===== src/rtl/seven_seg_pkg.sv =====
// Shared types and glyph table for the multiplexed seven-segment driver.
// Glyphs are active-high {g,f,e,d,c,b,a}; pin polarity is applied later.
package seven_seg_pkg;

    typedef logic [6:0] seg_t;

    localparam seg_t GLYPH_0   = 7'b0111111;
    localparam seg_t GLYPH_1   = 7'b0000110;
    localparam seg_t GLYPH_2   = 7'b1011011;
    localparam seg_t GLYPH_3   = 7'b1001111;
    localparam seg_t GLYPH_4   = 7'b1100110;
    localparam seg_t GLYPH_5   = 7'b1101101;
    localparam seg_t GLYPH_6   = 7'b1111101;
    localparam seg_t GLYPH_7   = 7'b0000111;
    localparam seg_t GLYPH_8   = 7'b1111111;
    localparam seg_t GLYPH_9   = 7'b1101111;
    localparam seg_t GLYPH_A   = 7'b1110111;
    localparam seg_t GLYPH_B   = 7'b1111100;
    localparam seg_t GLYPH_C   = 7'b0111001;
    localparam seg_t GLYPH_D   = 7'b1011110;
    localparam seg_t GLYPH_E   = 7'b1111001;
    localparam seg_t GLYPH_F   = 7'b1110001;
    localparam seg_t SEG_BLANK = 7'b0000000;

endpackage


===== src/rtl/seg_glyph_decoder.sv =====
// Combinational code -> glyph decoder. BCD mode blanks codes 10-15;
// an explicit blank request overrides everything.
module seg_glyph_decoder
    import seven_seg_pkg::*;
(
    input  logic [3:0] code,
    input  logic       hex_mode,
    input  logic       blank,
    output seg_t       seg
);

    // Table lookup, then mode/blank gating
    always_comb begin
        seg = SEG_BLANK;
        case (code)
            4'h0: seg = GLYPH_0;
            4'h1: seg = GLYPH_1;
            4'h2: seg = GLYPH_2;
            4'h3: seg = GLYPH_3;
            4'h4: seg = GLYPH_4;
            4'h5: seg = GLYPH_5;
            4'h6: seg = GLYPH_6;
            4'h7: seg = GLYPH_7;
            4'h8: seg = GLYPH_8;
            4'h9: seg = GLYPH_9;
            4'hA: seg = GLYPH_A;
            4'hB: seg = GLYPH_B;
            4'hC: seg = GLYPH_C;
            4'hD: seg = GLYPH_D;
            4'hE: seg = GLYPH_E;
            4'hF: seg = GLYPH_F;
            default: seg = SEG_BLANK;
        endcase
        if (blank || (!hex_mode && code > 4'd9))
            seg = SEG_BLANK;
    end

endmodule


===== src/rtl/seven_seg_scanner.sv =====
// Time-multiplexed common-anode display driver. Inputs are snapshotted
// once per scan frame so a digit never changes half-way through a frame.
module seven_seg_scanner
    import seven_seg_pkg::*;
#(
    parameter int NUM_DIGITS     = 4,
    parameter int CLK_DIV        = 100000,
    parameter bit SEG_ACTIVE_LOW = 1'b1,
    parameter bit AN_ACTIVE_LOW  = 1'b1
) (
    input  logic                    clk,
    input  logic                    reset,
    input  logic [4*NUM_DIGITS-1:0] digits_i,
    input  logic [NUM_DIGITS-1:0]   dp_i,
    input  logic                    hex_mode_i,
    input  logic                    lz_blank_i,
    input  logic                    enable_i,
    output logic [6:0]              seg_o,
    output logic                    dp_o,
    output logic [NUM_DIGITS-1:0]   an_o,
    output logic                    frame_o
);

    localparam int CW = (CLK_DIV > 1) ? $clog2(CLK_DIV) : 1;
    localparam int IW = (NUM_DIGITS > 1) ? $clog2(NUM_DIGITS) : 1;
    localparam logic [CW-1:0] CNT_MAX = CW'(CLK_DIV - 1);
    localparam logic [IW-1:0] IDX_MAX = IW'(NUM_DIGITS - 1);

    logic [CW-1:0]                cnt;
    logic [IW-1:0]                idx;
    logic                         tick;
    logic                         wrap;
    logic                         wrap_q;
    logic [NUM_DIGITS-1:0][3:0]   sh_digits;
    logic [NUM_DIGITS-1:0]        sh_dp;
    logic                         sh_hex;
    logic                         sh_lz;
    logic [NUM_DIGITS-1:0]        lz_mask;
    logic [3:0]                   code;
    seg_t                         glyph;
    seg_t                         seg_lvl;
    logic                         dp_lvl;
    logic [NUM_DIGITS-1:0]        an_lvl;

    assign tick = (cnt == CNT_MAX);
    assign wrap = tick && (idx == IDX_MAX);

    // Slot prescaler: counts 0..CLK_DIV-1 and wraps
    always_ff @(posedge clk or posedge reset) begin
        if (reset)     cnt <= '0;
        else if (tick) cnt <= '0;
        else           cnt <= cnt + 1'b1;
    end

    // Active digit index, advances once per slot
    always_ff @(posedge clk or posedge reset) begin
        if (reset)
            idx <= '0;
        else if (tick)
            idx <= (idx == IDX_MAX) ? '0 : idx + 1'b1;
    end

    // Tear-free snapshot of all display inputs at the end of each frame
    always_ff @(posedge clk or posedge reset) begin
        if (reset) begin
            sh_digits <= '0;
            sh_dp     <= '0;
            sh_hex    <= 1'b0;
            sh_lz     <= 1'b0;
        end else if (wrap) begin
            sh_digits <= digits_i;
            sh_dp     <= dp_i;
            sh_hex    <= hex_mode_i;
            sh_lz     <= lz_blank_i;
        end
    end

    // Frame pulse is delayed one extra cycle so it lines up with the
    // first pin cycle that shows the new snapshot (pins lag idx by one)
    always_ff @(posedge clk or posedge reset) begin
        if (reset) begin
            wrap_q  <= 1'b0;
            frame_o <= 1'b0;
        end else begin
            wrap_q  <= wrap;
            frame_o <= wrap_q;
        end
    end

    // Leading-zero mask: a digit is blanked while it and all digits above
    // it are zero; digit 0 always stays visible
    always_comb begin : lz_scan
        logic run;
        run     = 1'b1;
        lz_mask = '0;
        for (int i = NUM_DIGITS - 1; i >= 0; i--) begin
            run        = run & (sh_digits[i] == 4'd0);
            lz_mask[i] = run & sh_lz & (i != 0);
        end
    end

    assign code = sh_digits[idx];

    seg_glyph_decoder u_dec (
        .code     (code),
        .hex_mode (sh_hex),
        .blank    (lz_mask[idx]),
        .seg      (glyph)
    );

    // Active-high pin levels before polarity; enable gates everything
    always_comb begin
        seg_lvl = SEG_BLANK;
        dp_lvl  = 1'b0;
        an_lvl  = '0;
        if (enable_i) begin
            seg_lvl = glyph;
            dp_lvl  = sh_dp[idx];
            an_lvl  = NUM_DIGITS'(1) << idx;
        end
    end

    // Output registers; the only place pin polarity is applied
    always_ff @(posedge clk or posedge reset) begin
        if (reset) begin
            seg_o <= {7{SEG_ACTIVE_LOW}};
            dp_o  <= SEG_ACTIVE_LOW;
            an_o  <= {NUM_DIGITS{AN_ACTIVE_LOW}};
        end else begin
            seg_o <= seg_lvl ^ {7{SEG_ACTIVE_LOW}};
            dp_o  <= dp_lvl ^ SEG_ACTIVE_LOW;
            an_o  <= an_lvl ^ {NUM_DIGITS{AN_ACTIVE_LOW}};
        end
    end

endmodule


===== config.mk =====
export PLATFORM = sky130hd
export DESIGN_NAME = seven_seg_scanner
export DESIGN_NICKNAME = d
export VERILOG_FILES = /design/src/rtl/seven_seg_pkg.sv /design/src/rtl/seg_glyph_decoder.sv /design/src/rtl/seven_seg_scanner.sv
export SDC_FILE = /design/constraint.sdc
export NUM_CORES = 1
export LEC_CHECK = 0
export ABC_CLOCK_PERIOD_IN_PS = 3050
export BUFFER_PORTS_ARGS = -buffer_cell sky130_fd_sc_hd__buf_2
export CORE_MARGIN = 2
export CORE_UTILIZATION = 59
export CTS_BUF_LIST = sky130_fd_sc_hd__clkbuf_2 sky130_fd_sc_hd__clkbuf_4 sky130_fd_sc_hd__clkbuf_8
export CTS_CLUSTER_DIAMETER = 200
export DETAILED_ROUTE_END_ITERATION = 6
export GPL_ROUTABILITY_DRIVEN = 0
export PLACE_DENSITY = 0.81
export SLEW_MARGIN = 20
export SYNTH_ARGS = -nofsm -noshare
export SYNTH_HDL_FRONTEND = slang
export SYNTH_HIERARCHICAL = 1
export SYNTH_SLANG_ARGS = --single-unit

===== constraint.sdc =====
create_clock -name clk -period 3.05 [get_ports clk]
set_clock_uncertainty 0.05 [all_clocks]
set_input_delay 0.305 -clock clk [delete_from_list [all_inputs] [get_ports clk]]
set_output_delay 0.305 -clock clk [all_outputs]
set_load 0.05 [all_outputs]

==> results.txt, run 1 <==
----------------------------------------------------
[Critical path]
  Critical Path RT ... 3230 ps
  Worst reg2reg endpoint ... seg_o[4]
  CP Launch Point ... idx[0]
  R2R depth ... 7
  R2R setup slack ... 570 ps
  Startpoint of the most critical register-to-register path ... idx[0]
  Critical path class ... reg -> reg
  Worst setup path endpoint ... seg_o[4]
  CP Capture Type ... flip-flop
  Maximum fanout count along the critical path ... 9
  Data arrival time of the critical path ... 2660 ps
  CP Launch Type ... flip-flop

[Final layout]
  Commonest non-fill, non-tap cell in the layout ... dfrtp_1
  Utilization after layout ... 67.9%
  Highest-count cells in the layout ignoring fill and taps ... dfrtp_1 (43), buf_2 (37), mux2_2 (23)
  Proportion of layout cells with a drive suffix above 1 ... 36.5%
  Antenna diode instance count ... 0
  Non-filler instance count after layout ... 307
  Signed area change from the synthesized netlist to the final layout ... 10.9%
  Total of fill cells in the finished design ... 328
  Layout Nets ... 290

[Die]
  Starting Density ... 61.2%
  Placement row count ... 24
  Overall die width ... 71.2 um
  Io pins ... 38
  Die area ... 0.00507 mm^2
  Die Span Y ... 71.2 um
  Placeable core region ... 0.00435 mm^2

[Placement]
  Count of port buffers added during placement ... 37
  Half-perimeter wire length after placement ... 3.31 mm
  Cells after DPL ... 299

[Min path]
  Kind of path behind the tightest hold check ... in -> async

[Timing]
  RSZ-0062 raised after global routing ... no
  Slew headroom ... 48.1%
  Final clock period utilization by the worst path ... 81.3%
  Final-layout worst hold slack ... -5.31 ps
  Final hold violation count ... 3
  Timing-limited maximum frequency ... 0.403 GHz
  Min Clock Period, post-route ... 2480 ps
  Count of final setup violators ... 0
  Worst-Margin Slew ... 775 ps
  Setup total negative slack ... 0 ps
  Final max-slew violation count ... 0

[Route]
  DRT Wirelength ... 4.62 mm
  Length of the first detailed-routing pass in iterations ... 4
  Number of nets with antenna violations after routing ... 0
  Number of vias per cell ... 5.63
  Wire length per cell ... 15.0 um
  Count of routing violations after the opening detailed-route iteration ... 120
  Total DRC errors in the routed layout ... 0
  Vias post-DR ... 1728

[Synthesis]
  Number of nets in the synthesized netlist ... 253
  Most common flop cell mapped by yosys ... dfrtp_1
  Area of the mapped netlist ... 0.00267 mm^2
  EDFF count, synth ... 0
  Mean instance size in the synthesized netlist ... 12.3 um^2
  Async set-or-reset flop fraction in the synthesized netlist ... 100%
  Count of yosys warnings during synthesis ... 6
  Number of register bits inferred by synthesis ... 55
  Share of synthesized area occupied by flip-flops and latches ... 52.2%
  Cell count after synthesis ... 217
  Count of cell types in the netlist ... 36

[GRT]
  Initial antenna violation count ... 0
  Total congestion overflow after global routing ... 0
  Largest net degree at the start of global routing ... 29
  Vias in the first global route ... 1648
  Overall fraction of global-route tracks in use ... 18.9%
  Global-route wire length before repair ... 7.55 mm

[Clocking]
  Clock root cell ... clkbuf_8
  CTS H-Tree Depth ... 2
  Post-cts repair resize count ... 0
  Clock sink total ... 55
  Latest clock arrival within the worst-skew pair ... 310 ps
  Cts hold-fix bufs ... 0
  Clock Tree Buf Depth ... 2
  Clock tree from TritonCTS ... done
  Clock slew seen by the registers of the worst setup and hold paths ... 100 ps
  Post-CTS setup buffers ... 0
  Cts bufs inserted ... 5

[Flow run]
  Max-cap violations ... 0

[Pwr]
  Power density cells ... 442 mW/mm^2
  Worst vdd ir ... 270 uV
  Static leakage ... 1.32 nW
  Overall power ... 1.31 mW

[Status]
  Status ... finished, violations left
  Violations in the final reports ... hold timing

----------------------------------------------------
-- registers in the layout, indices dropped and copies added, names as in the netlist --
register / cells
an_o: 4
cnt: 17
dp_o: 1
frame_o: 1
idx: 2
seg_o: 7
sh_digits: 16
sh_dp: 4
sh_hex: 1
sh_lz: 1
wrap_q: 1
-- critical path: stages (launching register included) --
cell and delay [ps]:
dfrtp_1 600, mux4_2 610, inv_1 150, ha_1 300, o21bai_4 100, a31o_4 270
a311oi_1 240, nand2_1 80
-- metrics by stage --
step | setup slack [ps] | hold slack (ps) | cell area [um^2]
3_5_place_dp | 551 | 294 | 2870
2_1_floorplan | 602 | 281 | 2670
3_3_place_gp | 632 | 297 | 2870
6_report | 570 | -5.31 | 2960
4_1_cts | 540 | 1.24 | 2960
5_1_grt | 395 | 40.2 | 2960
-- cells in the mapped netlist, types with 2 or more instances --
library cell	number	area share (%)
a211oi_1	3	0.85
a21oi_1	2	0.38
a221oi_1	2	0.66
and3_1	4	0.94
buf_6	3	1.3
clkbuf_1	4	0.56
dfrtp_1	43	40
dfstp_2	12	12
ha_1	11	5.2
inv_1	9	1.3
mux2_2	23	9.7
mux2i_1	3	1.1
mux4_2	5	4.2
nand2_1	17	2.4
nand3_1	8	1.5
nand3_2	2	0.75
nand4_1	5	1.2
nor2_1	20	2.8
nor2b_1	2	0.47
nor3_1	4	0.75
nor4_1	5	1.2
o21ai_0	4	0.75
xnor2_1	10	3.3
xor2_1	4	1.3
-- cells by family after synthesis --
logic type,Yosys count,share of synthesized area [%]
AOI/OAI and AO/OA,14,4.32
xor gates and xnor gates,14,4.60
adders and majority gates,11,5.16
buffers and inverters,17,3.38
DFF,55,52.2
muxes,32,16.1
and+or+nand+nor,74,14.3
-- metal layers --
layer	global-route usage, %	wire [um]	part of all wire, %
met5	0	0	0
met4	7.34	57	1.2
met3	3.52	224	4.8
met2	29.5	2170	47
met1	26.5	2170	47
-- cell type report --
| type | instances | area [um^2] | area share, % |
|---|---|---|---|
| Clock inverter | 3 | 20.0 | 0.677 |
| Sequential cell | 55 | 1390 | 47.1 |
| Multi-Input combinational cell | 145 | 1180 | 40.1 |
| Tap cell | 52 | 65.1 | 2.20 |
| Timing Repair Buffer | 38 | 193 | 6.52 |
| Clock buffer | 5 | 68.8 | 2.33 |
| Inverter | 9 | 33.8 | 1.14 |
-- power breakdown --
part           leakage, nW  switching [mW]  total, mW  internal, mW
clock network       0.0402           0.238      0.398         0.160
registers            0.662          0.0122      0.771         0.759
logic                0.615          0.0847      0.136        0.0517
total                 1.32           0.335       1.31         0.971
-- worst min path at each step --
| stage | start | endpoint | cells after the start | slack, ps |
|---|---|---|---|---|
| floorplan | wrap_q | frame_o | 0 | 280 |
| global placement | wrap_q | frame_o | 0 | 300 |
| detailed placement | wrap_q | frame_o | 0 | 290 |
| CTS | reset | sh_lz | 2 | 1 |
| global route | reset | sh_digits[0] | 2 | 40 |
| finish | reset | sh_digits[0] | 2 | -5 |
Power figures use the tool's default switching activity.
==> inputs of run 2 (changes only) <==
--- a/config.mk
+++ b/config.mk
@@ -5,10 +5,11 @@
 export SDC_FILE = /design/constraint.sdc
 export NUM_CORES = 1
 export LEC_CHECK = 0
-export ABC_CLOCK_PERIOD_IN_PS = 3050
+export ABC_AREA = 1
+export ABC_CLOCK_PERIOD_IN_PS = 2500
 export BUFFER_PORTS_ARGS = -buffer_cell sky130_fd_sc_hd__buf_2
 export CORE_MARGIN = 2
-export CORE_UTILIZATION = 59
+export CORE_UTILIZATION = 60
 export CTS_BUF_LIST = sky130_fd_sc_hd__clkbuf_2 sky130_fd_sc_hd__clkbuf_4 sky130_fd_sc_hd__clkbuf_8
 export CTS_CLUSTER_DIAMETER = 200
 export DETAILED_ROUTE_END_ITERATION = 6
==> constraint.sdc (replaced) <==
create_clock -name clk -period 2.5 [get_ports clk]
set_clock_uncertainty 0.05 [all_clocks]
set_input_delay 0.25 -clock clk [delete_from_list [all_inputs] [get_ports clk]]
set_output_delay 0.25 -clock clk [all_outputs]
set_load 0.05 [all_outputs]
==> run 2 against run 1 <==
Count of clock-buffer cells in the layout increased by 1. Worst setup slack lost 210 ps. Flip-flop and latch count stayed put. Final cell count up 58%. The flow now finishes without violations. Combinational power fell by 53%. Synthesized cell count grew 76%. Worst hold slack improved by 58 ps. Register-to-register slack lost 210 ps. Area after synthesis rose by 14%.
==> results.txt, run 2 <==
----------------------------------------------------
[Timing]
  Count of final setup violators ... 0
  Slew headroom ... 56.2%
  Setup total negative slack ... 0 ps
  Timing-limited maximum frequency ... 0.467 GHz
  Min Clock Period, post-route ... 2140 ps
  Final clock period utilization by the worst path ... 85.6%
  RSZ-0062 raised after global routing ... no
  Final max-slew violation count ... 0
  Final-layout worst hold slack ... 52.6 ps
  Final hold violation count ... 0
  Worst-Margin Slew ... 657 ps

[Final layout]
  Layout Nets ... 452
  Commonest non-fill, non-tap cell in the layout ... nand2_1
  Largest register by flop count ... cnt
  Top Registers ... cnt: 17 flops, sh_digits: 16 flops, seg_o: 7 flops
  Proportion of layout cells with a drive suffix above 1 ... 21.1%
  Antenna diode instance count ... 0
  Signed area change from the synthesized netlist to the final layout ... 10.3%
  Total of fill cells in the finished design ... 423
  Max reg flops ... 17
  Highest-count cells in the layout ignoring fill and taps ... nand2_1 (115), nor2_1 (53), dfrtp_1 (43)

[Synthesis]
  Count of cell types in the netlist ... 30
  Cell count after synthesis ... 381
  Main area contributors after synthesis ... dfrtp_1 (35%), nand2_1 (14%), dfstp_2 (10%)
  Area of the mapped netlist ... 0.00304 mm^2
  Synth area leader ... dfrtp_1
  Mean instance size in the synthesized netlist ... 7.98 um^2
  Most instantiated library cell after synthesis ... nand2_1
  Async set-or-reset flop fraction in the synthesized netlist ... 100%
  Number of nets in the synthesized netlist ... 417
  Top-area cell type share of the netlist area ... 35.4%
  Most common flop cell mapped by yosys ... dfrtp_1
  Share of synthesized area occupied by flip-flops and latches ... 45.8%
  Count of yosys warnings during synthesis ... 6
  Number of register bits inferred by synthesis ... 55
  EDFF count, synth ... 0
  Top cells by instance count after synthesis ... nand2_1 (115), nor2_1 (53), dfrtp_1 (43)

[Clocking]
  Latest clock arrival within the worst-skew pair ... 310 ps
  Clock slew seen by the registers of the worst setup and hold paths ... 110 ps
  Post-cts repair resize count ... 0
  Clock root cell ... clkbuf_8
  Clock Tree Buf Depth ... 2
  CTS H-Tree Depth ... 2
  Clock tree from TritonCTS ... done
  Cts hold-fix bufs ... 0
  Cts bufs inserted ... 5
  Clock sink total ... 55
  Post-CTS setup buffers ... 0

[GRT]
  Largest net degree at the start of global routing ... 56
  Initial antenna violation count ... 0
  Total congestion overflow after global routing ... 0
  Vias in the first global route ... 2247
  Global-route wire length before repair ... 9.95 mm
  Overall fraction of global-route tracks in use ... 22.6%

[Critical path]
  Slowest Stage Delay on Critical Path ... 500 ps
  CP Launch Point ... idx[1]
  CP Capture Type ... flip-flop
  Cell seen most often among critical-path stages ... nand2_1
  CP max-delay cell ... dfrtp_1
  CP Launch Type ... flip-flop
  Ordered list of cells on the worst path ... inv_1 > o21ai_0 > o22ai_1 > inv_1 > ha_1 > inv_1 > nand2_1 > nand2_1 > nand2_1 > nand2_1 > nor2_1 > nand2_1
  R2R depth ... 12
  Critical path class ... reg -> reg
  R2R setup slack ... 360 ps
  Worst setup path endpoint ... seg_o[3]
  Critical Path RT ... 2680 ps
  Startpoint of the most critical register-to-register path ... idx[1]
  Worst reg2reg endpoint ... seg_o[3]
  Maximum fanout count along the critical path ... 11
  Data arrival time of the critical path ... 2320 ps

[Route]
  Vias post-DR ... 2537
  Wire length per cell ... 12.2 um
  Number of vias per cell ... 5.24
  Length of the first detailed-routing pass in iterations ... 4
  Number of nets with antenna violations after routing ... 0
  Count of routing violations after the opening detailed-route iteration ... 126
  DRT Wirelength ... 5.93 mm
  Total DRC errors in the routed layout ... 0

[Die]
  Placeable core region ... 0.00482 mm^2
  Starting Density ... 63.1%
  Die Span Y ... 75.2 um
  Io pins ... 38
  Overall die width ... 75.2 um
  Die area ... 0.00565 mm^2
  Placement row count ... 25

[Flow run]
  Max-cap violations ... 0

[Pwr]
  Worst vdd ir ... 396 uV
  Power density cells ... 446 mW/mm^2
  Static leakage ... 1.68 nW

[Min path]
  Kind of path behind the tightest hold check ... in -> async

[Status]
  Status ... completed

[Placement]
  Count of port buffers added during placement ... 37
  Half-perimeter wire length after placement ... 4.39 mm

----------------------------------------------------
## run 2: per-layer routing
metal / up-vias / global-route usage, % / wire length, um
met2: 79 / 36.5 / 2690
met3: 4 / 3.88 / 356
met4: 0 / 5.07 / 51
li1: 1281 / - / -
met1: 1173 / 32.3 / 2830
met5: - / 0 / 0
## run 2: cells by family (layout without fill, tap and decap cells)
family | count (synthesis) | after routing | synth area share [%]
AO/OA/AOI/OAI | 21 | 21 | 3.75
XOR/XNOR | 9 | 9 | 2.59
adder cells (fa/ha/maj) | 11 | 11 | 4.53
buffers and inverters | 53 | 89 | 8.19
flip-flops | 55 | 55 | 45.8
AND/OR/NAND/NOR | 232 | 232 | 35.2
## run 2: how the worst min path moves through the flow
stage	from	to	cells past startpoint
after floorplan	enable_i	dp_o	1
after global placement	wrap_q	frame_o	0
after detailed placement	wrap_q	frame_o	0
after CTS	reset	cnt[0]	3
after global routing	reset	cnt[3]	3
final	reset	cnt[0]	3
## run 2: metrics by stage
stage                     utilization [%]  worst slack (ps)  total power [mW]  area (um^2)  std cells
after floorplan                         -               439             0.952         3040        381
after global routing                 69.6              94.2              1.55         3350        484
after detailed placement             67.5               396             0.982         3250        476
after global placement               67.5               510             0.980         3250        476
after CTS                            69.6               370              1.51         3350        484
final                                69.6               361              1.50         3350        484
## run 2: area by class of cell
cell class | count | area [um^2] | share of cell area (%)
Multi-Input combinational cell | 273 | 1400 | 41.7
Sequential cell | 55 | 1390 | 41.5
Timing Repair Buffer | 43 | 230 | 6.87
Inverter | 38 | 145 | 4.33
Tap cell | 67 | 83.8 | 2.50
Clock buffer | 6 | 82.6 | 2.46
Clock inverter | 2 | 20.0 | 0.597
## run 2: worst max-delay path, delay by kind of cell (launching register included)
family	cells	cell delay [ps]
AOI/OAI and AO/OA	2	450
buffers and inverters	3	420
adders and majority gates	1	330
DFF	1	500
and+or+nand+nor	6	320
## run 2: power by group
| part | leakage (nW) | internal, mW | switching [mW] |
|---|---|---|---|
| clock network | 0.0533 | 0.234 | 0.299 |
| logic | 1.03 | 0.0185 | 0.0452 |
| registers | 0.598 | 0.898 | 0.000906 |
| total | 1.68 | 1.15 | 0.345 |
==> inputs of run 3 (changes only) <==
--- a/config.mk
+++ b/config.mk
@@ -8,12 +8,11 @@
 export ABC_AREA = 1
 export ABC_CLOCK_PERIOD_IN_PS = 2500
 export BUFFER_PORTS_ARGS = -buffer_cell sky130_fd_sc_hd__buf_2
-export CORE_MARGIN = 2
+export CORE_ASPECT_RATIO = 0.7
 export CORE_UTILIZATION = 60
 export CTS_BUF_LIST = sky130_fd_sc_hd__clkbuf_2 sky130_fd_sc_hd__clkbuf_4 sky130_fd_sc_hd__clkbuf_8
 export CTS_CLUSTER_DIAMETER = 200
 export DETAILED_ROUTE_END_ITERATION = 6
-export GPL_ROUTABILITY_DRIVEN = 0
 export PLACE_DENSITY = 0.81
 export SLEW_MARGIN = 20
 export SYNTH_ARGS = -nofsm -noshare
==> run 3 against run 2 <==
Clock power down 7.1%. Register-to-register slack got worse by 40 ps. Fmax is 1.7% lower. Critical path depth is the same. Critical path type unchanged.
==> results.txt, run 3 (synthesis gave the netlist of run 2 again) <==
----------------------------------------------------
[Status]
  Status ... completed

[Clocking]
  Cts bufs inserted ... 5
  Clock tree from TritonCTS ... done
  Latest clock arrival within the worst-skew pair ... 320 ps
  Clock slew seen by the registers of the worst setup and hold paths ... 100 ps
  Post-CTS setup buffers ... 0
  Clock Tree Buf Depth ... 2
  Clock root cell ... clkbuf_8
  Clock sink total ... 55
  CTS H-Tree Depth ... 2

[Die]
  Overall die width ... 87.1 um
  Placeable core region ... 0.00483 mm^2
  Die area ... 0.00536 mm^2
  Placement row count ... 21
  Starting Density ... 62.9%
  Io pins ... 38
  Die Span Y ... 61.5 um

[Placement]
  Gpl congestion ... 0.896
  Count of port buffers added during placement ... 37
  Cells after DPL ... 480
  Half-perimeter wire length after placement ... 4.92 mm

[GRT]
  Vias in the first global route ... 2128
  Largest net degree at the start of global routing ... 33
  Overall fraction of global-route tracks in use ... 26.2%
  Initial antenna violation count ... 0
  Total congestion overflow after global routing ... 0
  Global-route wire length before repair ... 10.4 mm

[Timing]
  Slew headroom ... 71.3%
  Count of final setup violators ... 0
  Setup total negative slack ... 0 ps
  Worst-Margin Slew ... 430 ps
  Min Clock Period, post-route ... 2180 ps
  Timing-limited maximum frequency ... 0.459 GHz
  Final max-slew violation count ... 0
  Final clock period utilization by the worst path ... 87.1%
  RSZ-0062 raised after global routing ... no
  Final hold violation count ... 0

[Route]
  Wire length per cell ... 13.3 um
  DRT Wirelength ... 6.52 mm
  Vias post-DR ... 2589
  Total DRC errors in the routed layout ... 0
  Count of routing violations after the opening detailed-route iteration ... 207
  Number of nets with antenna violations after routing ... 0
  Length of the first detailed-routing pass in iterations ... 5
  Number of vias per cell ... 5.29

[Final layout]
  Highest-count cells in the layout ignoring fill and taps ... nand2_1 (115), nor2_1 (53), dfrtp_1 (43)
  Commonest non-fill, non-tap cell in the layout ... nand2_1
  Max reg flops ... 17
  Signed area change from the synthesized netlist to the final layout ... 10.7%
  Utilization after layout ... 69.6%
  Top Registers ... cnt: 17 flops, sh_digits: 16 flops, seg_o: 7 flops
  Antenna diode instance count ... 0
  Proportion of layout cells with a drive suffix above 1 ... 21.4%
  Largest register by flop count ... cnt
  Non-filler instance count after layout ... 489
  Layout Nets ... 455

[Critical path]
  CP Capture Type ... flip-flop
  Maximum fanout count along the critical path ... 11
  Critical path class ... reg -> reg
  CP Launch Type ... flip-flop
  Data arrival time of the critical path ... 2380 ps
  Critical Path RT ... 2700 ps

[Pwr]
  Power density cells ... 434 mW/mm^2
  Worst vdd ir ... 267 uV
  Static leakage ... 1.69 nW

[Flow run]
  Max-cap violations ... 0

[Min path]
  Kind of path behind the tightest hold check ... in -> reg

----------------------------------------------------
==> run 3: area by class of cell <==
class                           instances  area [um^2]
Clock buffer                            5         68.8
Clock inverter                          3         17.5
Fill cell                             437         1470
Inverter                               38          145
Multi-Input combinational cell        273         1400
Sequential cell                        55         1390
Tap cell                               69         86.3
Timing Repair Buffer                   46          255
==> run 3: final timing paths <==
path / startpoint / endpoint / slack (ps) / cells past startpoint
min in group asynchronous: reset / cnt[0] / 360 / 3
max in group asynchronous: reset / seg_o[4] / 1070 / 5
hold / removal: hex_mode_i / sh_hex / 130 / 3
setup / recovery: idx[1] / seg_o[3] / 320 / 12
hold reg to reg: wrap_q / frame_o / 310 / 0
setup reg to reg: idx[1] / seg_o[3] / 320 / 12
==> run 3: worst max-delay path: stages (launching register included) <==
cell     delay, ps
dfrtp_1        490
inv_1          220
o21ai_0        130
o22ai_1        350
inv_1          170
ha_1           330
inv_1           40
nand2_1         50
nand2_1         50
nand2_1         50
nand2_1         40
nor2_1          70
nand2_1         50
==> run 3: through the flow <==
step | hold WS (ps) | cell area, um^2 | setup WS [ps] | total power [mW]
6_report | 128 | 3360 | 324 | 1.46
5_1_grt | 127 | 3360 | 107 | 1.51
4_1_cts | 124 | 3360 | 356 | 1.47
3_5_place_dp | 158 | 3270 | 373 | 0.983
3_3_place_gp | 151 | 3270 | 533 | 0.982
2_1_floorplan | 243 | 3040 | 439 | 0.952
==> run 3: where the power goes <==
group | switching, mW | internal, mW
logic | 0.0466 | 0.0206
registers | 0.000985 | 0.898
clock network | 0.298 | 0.197
==> run 3: routing by layer <==
metal / global-route usage [%] / part of all wire (%) / vias up
li1: - / - / 1285
met1: 42.4 / 53 / 1208
met2: 35.0 / 40 / 90
met3: 6.57 / 6.7 / 6
met4: 4.52 / 0.43 / 0
met5: 0 / 0 / -
==> run 3: what timing repair did <==
item	4_1_cts	5_1_grt
resized for setup	0	0
hold buffers	1	0
endpoints found under the hold margin	12	0
